--- config.mk ---
export PLATFORM = sky130hd
export DESIGN_NAME = id_ex_pipe_reg
export DESIGN_NICKNAME = d
export VERILOG_FILES = /design/src/rtl/arm_pipe_pkg.sv /design/src/rtl/sat_counter.sv /design/src/rtl/id_ex_pipe_reg.sv
export SDC_FILE = /design/constraint.sdc
export NUM_CORES = 1
export LEC_CHECK = 0
export ABC_AREA = 1
export BUFFER_PORTS_ARGS = -buffer_cell sky130_fd_sc_hd__buf_2
export CAP_MARGIN = 20
export CORE_UTILIZATION = 40
export DETAILED_ROUTE_END_ITERATION = 8
export SYNTH_ARGS = -nofsm -noshare
export SYNTH_HDL_FRONTEND = slang
export SYNTH_SLANG_ARGS = --single-unit
--- constraint.sdc ---
create_clock -name clk -period 11.5 [get_ports clk]
set_clock_uncertainty 0.15 [all_clocks]
set_input_delay 3.45 -clock clk [delete_from_list [all_inputs] [get_ports clk]]
set_output_delay 3.45 -clock clk [all_outputs]
set_load 0.02 [all_outputs]
--- src/rtl/arm_pipe_pkg.sv ---
// Shared ID->EX types for the ARM core pipeline.
// The payload struct is packed into the generic DATA_W vector carried by
// id_ex_pipe_reg; ID_EX_W is the width a core-level instance should use.
package arm_pipe_pkg;

  // ALU command issued by the decoder to the EX stage
  typedef enum logic [3:0] {
    EXE_NOP = 4'd0,
    EXE_MOV = 4'd1,
    EXE_ADD = 4'd2,
    EXE_ADC = 4'd3,
    EXE_SUB = 4'd4,
    EXE_SBC = 4'd5,
    EXE_AND = 4'd6,
    EXE_ORR = 4'd7,
    EXE_EOR = 4'd8,
    EXE_MVN = 4'd9
  } exe_cmd_t;

  // Control bits produced by ID for use in EX/MEM/WB
  typedef struct packed {
    logic     wb_en;
    logic     mem_r_en;
    logic     mem_w_en;
    logic     b;
    logic     s;
    exe_cmd_t exe_cmd;
    logic     imm;
  } id_ex_ctrl_t;

  // Everything that crosses the ID->EX boundary
  typedef struct packed {
    id_ex_ctrl_t ctrl;
    logic [31:0] pc;
    logic [31:0] val_rn;
    logic [31:0] val_rm;
    logic [11:0] shift_operand;
    logic [23:0] signed_imm_24;
    logic [3:0]  dest;
    logic [3:0]  sr;
  } id_ex_payload_t;

  localparam int ID_EX_W = $bits(id_ex_payload_t);

endpackage

--- src/rtl/sat_counter.sv ---
// Saturating event counter: adds i_inc whenever i_en is high and sticks at
// all-ones instead of wrapping. Used by the optional ID->EX perf counters.
module sat_counter #(
  parameter int W     = 32,
  parameter int INC_W = 2
) (
  input  logic             clk,
  input  logic             rst,
  input  logic             i_en,
  input  logic [INC_W-1:0] i_inc,
  output logic [W-1:0]     o_cnt
);

  logic [W-1:0] r_cnt;
  logic [W:0]   w_sum;

  // One extra bit catches the carry that signals saturation
  assign w_sum = {1'b0, r_cnt} + {{(W+1-INC_W){1'b0}}, i_inc};

  // Count register, clamped at all-ones
  always_ff @(posedge clk or posedge rst) begin
    if (rst) begin
      r_cnt <= '0;
    end else if (i_en) begin
      r_cnt <= w_sum[W] ? {W{1'b1}} : w_sum[W-1:0];
    end
  end

  assign o_cnt = r_cnt;

endmodule

--- src/rtl/id_ex_pipe_reg.sv ---
// ID->EX pipeline register with a valid/ready handshake and a 2-entry skid
// buffer (main + skid), plus flush and hazard bubble injection.
//
// Handshake: a beat moves on an interface in a cycle where valid and ready
// are both high at the rising edge; valid never depends on ready. in_ready
// is the inverted skid-valid flop, so it has no combinational path from
// out_ready. bubble and flush veto acceptance even when in_ready is high.
//
// Optional: define ID_EX_PERF_EN to add stall_cnt / flush_cnt outputs.
module id_ex_pipe_reg
  import arm_pipe_pkg::*;
#(
  parameter int                DATA_W      = 128,
  parameter logic [DATA_W-1:0] RST_PAYLOAD = '0
) (
  input  logic              clk,
  input  logic              rst,
  input  logic              flush,
  input  logic              bubble,
  input  logic              in_valid,
  output logic              in_ready,
  input  logic [DATA_W-1:0] in_data,
  output logic              out_valid,
  input  logic              out_ready,
  output logic [DATA_W-1:0] out_data,
`ifdef ID_EX_PERF_EN
  output logic [31:0]       stall_cnt,
  output logic [31:0]       flush_cnt,
`endif
  output logic [1:0]        occupancy
);

  logic              r_main_valid;
  logic [DATA_W-1:0] r_main_data;
  logic              r_skid_valid;
  logic [DATA_W-1:0] r_skid_data;
  logic [1:0]        r_occ;

  logic              w_in_fire;
  logic              w_out_fire;
  logic              w_main_valid_n;
  logic [DATA_W-1:0] w_main_data_n;
  logic              w_skid_valid_n;
  logic [DATA_W-1:0] w_skid_data_n;
  logic [1:0]        w_occ_n;

  assign w_in_fire  = in_valid & ~r_skid_valid & ~bubble & ~flush;
  assign w_out_fire = r_main_valid & out_ready;

  // Next-state: flush clears everything; otherwise refill main from skid
  // first (keeps order), then from the input, or park the input in skid.
  always_comb begin
    w_main_valid_n = r_main_valid;
    w_main_data_n  = r_main_data;
    w_skid_valid_n = r_skid_valid;
    w_skid_data_n  = r_skid_data;
    if (flush) begin
      w_main_valid_n = 1'b0;
      w_main_data_n  = RST_PAYLOAD;
      w_skid_valid_n = 1'b0;
      w_skid_data_n  = RST_PAYLOAD;
    end else if (!r_main_valid || w_out_fire) begin
      if (r_skid_valid) begin
        w_main_valid_n = 1'b1;
        w_main_data_n  = r_skid_data;
        w_skid_valid_n = 1'b0;
      end else if (w_in_fire) begin
        w_main_valid_n = 1'b1;
        w_main_data_n  = in_data;
      end else begin
        w_main_valid_n = 1'b0;
      end
    end else if (w_in_fire) begin
      w_skid_valid_n = 1'b1;
      w_skid_data_n  = in_data;
    end
    w_occ_n = {1'b0, w_main_valid_n} + {1'b0, w_skid_valid_n};
  end

  // Storage and registered occupancy
  always_ff @(posedge clk or posedge rst) begin
    if (rst) begin
      r_main_valid <= 1'b0;
      r_main_data  <= RST_PAYLOAD;
      r_skid_valid <= 1'b0;
      r_skid_data  <= RST_PAYLOAD;
      r_occ        <= 2'd0;
    end else begin
      r_main_valid <= w_main_valid_n;
      r_main_data  <= w_main_data_n;
      r_skid_valid <= w_skid_valid_n;
      r_skid_data  <= w_skid_data_n;
      r_occ        <= w_occ_n;
    end
  end

  assign in_ready  = ~r_skid_valid;
  assign out_valid = r_main_valid;
  assign out_data  = r_main_data;
  assign occupancy = r_occ;

`ifdef ID_EX_PERF_EN
  logic w_stall;
  assign w_stall = r_main_valid & ~out_ready;

  sat_counter #(.W(32), .INC_W(1)) u_stall_cnt (
    .clk   (clk),
    .rst   (rst),
    .i_en  (w_stall),
    .i_inc (1'b1),
    .o_cnt (stall_cnt)
  );

  sat_counter #(.W(32), .INC_W(2)) u_flush_cnt (
    .clk   (clk),
    .rst   (rst),
    .i_en  (flush),
    .i_inc (r_occ),
    .o_cnt (flush_cnt)
  );
`endif

endmodule

==> out/qor.csv <==
stage;metric;value;unit
route;DR DRC count;0;
clocking;TritonCTS buffer count;30;
power_and_ir_drop;Pint;0.00165;W
logic_synthesis;Synth Cell Area;0.0129;sq mm
worst_setup_path;CP endpoint kind;flip-flop;
final_layout;commonest non-fill, non-tap cell in the layout;nand2_1;
route;DR vias/cell;5.03;
final_layout;most frequent cells in the layout;515 x nand2_1, 265 x buf_2, 260 x inv_1;
sta;Pins Over Slew Limit;0;
global_route;initial antenna violation count;6;
clocking;clk slew on worst S/H paths;0.06;ns
global_route;GRT Util Overall;0.218;
placed_design;IO buf count;265;
route;vias;11600;
worst_setup_path;Top delay family on crit path;buffers and inverters;
floorplanning;num ports;266;
sta;setup TNS;0;ns
clocking;clock buffer depth;3;
sta;Tcrit/Tclk final;0.555;
power_and_ir_drop;Cell Pwr Density;149;mW/mm^2
worst_setup_path;Worst path slowest cell;buf_4;
final_layout;number of fill cells in the layout;3165;
clocking;Clock Latency Late Sink;0.55;ns
hold_path;worst hold path class;flip-flop to flip-flop;
worst_setup_path;Worst path depth;7;
global_route;number of global-route vias before repair;10900;
final_layout;Area growth, synth to finish;19.0;%
route;Avg WL per Cell;15.7;um
worst_setup_path;FF-to-FF Start;r_skid_valid;
worst_setup_path;R2R setup slack;7.45;ns
route;first drt pass iteration count;4;
power_and_ir_drop;worst vdd rail ir drop;99.7;uV
final_layout;layout cells sized above 1;0.180;
power_and_ir_drop;net switching power;0.000630;W
clocking;Post-CTS Hold Buffers;0;
power_and_ir_drop;leakage power;8.25;nW
hold_path;worst hold path endpoint;out_data[42];
worst_setup_path;CP startpoint kind;input port;
sta;relative slew slack;0.274;
run_status;status;completed;
floorplanning;Initial Utilization;0.408;
hold_path;HP Start;out_data[42];
worst_setup_path;kind of critical path;input port to flip-flop;
sta;fmax;157;MHz
sta;unrepaired setup endpoints after global routing;no;
logic_synthesis;syn nets;1835;
clocking;CTS root buf;clkbuf_16;
clocking;clock sink count;260;
route;final WL;36.1;mm
floorplanning;chip width;181;um
global_route;largest net degree at the start of global routing;178;
floorplanning;Core ar.;0.0316;sq mm
job;max-capacitance violation count;0;
floorplanning;Die H;181;um
worst_setup_path;peak fanout along the critical path;177;
sta;min cycle time layout;6.38;ns
logic_synthesis;synth unique cells;17;
hold_path;Worst Hold Depth;2;
floorplanning;Site Rows;65;
logic_synthesis;cell count after synthesis;1700;
worst_setup_path;CP Buf/Inv Count;4;
logic_synthesis;post-synthesis register bit count;260;
clocking;TritonCTS clock tree;yes;
placed_design;gpl congestion;0.785;
logic_synthesis;Avg Cell Area, Syn;7.57;sq um
final_layout;Final #Nets;2007;
clocking;Post-CTS Setup Bufs;0;
power_and_ir_drop;Clk pwr share;0.437;
power_and_ir_drop;share of power burned in registers;0.435;
sta;Setup-failing EPs final;0;
global_route;first-pass GRT wire length;58.5;mm
floorplanning;die area;0.0329;sq mm
placed_design;Post-DP HPWL;20.6;mm
worst_setup_path;r2r endpoint;out_data[124];
clocking;htree depth;1;
worst_setup_path;Critical Path Max Stage Delay;0.72;ns
sta;worst slew pin tran;1.09;ns
worst_setup_path;CP required;11.75;ns
sta;Fin. Hold Viols;0;
logic_synthesis;Yosys warning count;0;
power_and_ir_drop;Combinational Power Share;0.128;
worst_setup_path;WP data arrival;6.63;ns
global_route;grt total ovfl;0;
worst_setup_path;CP dominant cell by count;buf_4;
worst_setup_path;crit-path cells;buf_2, inv_8, nand3b_1, nand2_4, buf_4, buf_4, o21ai_0;
placed_design;Placed Instance Area;0.0142;sq mm
logic_synthesis;Seq/Total Area, Yosys;0.506;
final_layout;final core utilization;0.485;
route;antenna viol nets, final;0;
worst_setup_path;FF-to-FF path depth;7;
final_layout;design area;0.0153;sq mm
route;Iteration-0 DRC Markers;813;
power_and_ir_drop;Net Sw Frac;0.276;
clocking;cts repair resizes;0;
-- cells in the mapped netlist (all sizes together) --
| library cell | number | area, sq um |
|---|---|---|
| dfrtp | 260 | 6510 |
| buf | 114 | 558 |
| clkbuf | 26 | 97.6 |
| nand3 | 257 | 1290 |
| o21ai | 129 | 646 |
| ha | 1 | 12.5 |
| nor2 | 4 | 17.5 |
| nand3b | 1 | 7.51 |
| a21oi | 1 | 5.00 |
| nand2 | 516 | 1940 |
| nand4 | 128 | 801 |
| inv | 263 | 987 |
-- stage by stage --
step	total power (W)	std cells	setup slack, ns	hold slack, ns
finish	0.00228	2303	5.12	0.330
global route	0.00238	2303	4.74	0.355
CTS	0.00231	2296	5.05	0.338
detailed placement	0.00130	2240	4.50	0.323
global placement	0.00130	2240	4.55	0.315
floorplan	0.00119	1700	0.745	0.319
-- registers in the layout, summed over array words and instances (netlist names) --
name,count
r_skid_data,128
r_skid_valid,1
out_data,128
out_valid,1
occupancy,2
-- cells by family after synthesis --
kind of cell    synth area share
simple gates               0.315
buf+inv                    0.128
flops                      0.506
compound gates            0.0506
fa+ha+maj               0.000973
-- worst register-to-register path: stages (launching register included) --
cell and delay [ns]:
dfrtp_4 0.78, buf_4 0.59, nor2_1 0.20, nand2_1 0.10, nand2_4 0.46, buf_4 0.66, buf_4 0.73, o21ai_0 0.23
-- per-layer routing --
layer | vias to the layer above | GRT usage | share of wire
li1 | 5764 | - | -
met3 | 48 | 0.0397 | 0.055
met1 | 5485 | 0.293 | 0.46
met5 | - | 0 | 0.00036
met4 | 2 | 0.0627 | 0.021
met2 | 284 | 0.358 | 0.47
-- cell type report --
| type | instances | area, sq um | area share |
|---|---|---|---|
| antenna | 5 | 12.5 | 0.000818 |
| clock buffer | 40 | 880 | 0.0575 |
| clock inverter | 16 | 169 | 0.0110 |
| inverter | 263 | 1000 | 0.0657 |
| multi-input combinational | 1037 | 4740 | 0.310 |
| sequential | 260 | 6510 | 0.425 |
| tap | 402 | 503 | 0.0329 |
| timing repair buffer | 280 | 1480 | 0.0966 |
-- worst max-delay path by stage --
stage,end,start
global route,out_data[20],flush
global placement,out_data[123],flush
finish,out_data[124],flush
floorplan,occupancy[0],rst
detailed placement,out_data[126],flush
CTS,out_data[125],flush
-- power groups by stage --
stage,Clock [W],Sequential [W],Combinational [W]
floorplan,0,0.00106,0.000133
global placement,0,0.00101,0.000292
detailed placement,0,0.00101,0.000295
CTS,0.00102,0.000994,0.000295
global route,0.00106,0.000999,0.000326
finish,0.000998,0.000994,0.000293
Power figures use the tool's default switching activity.
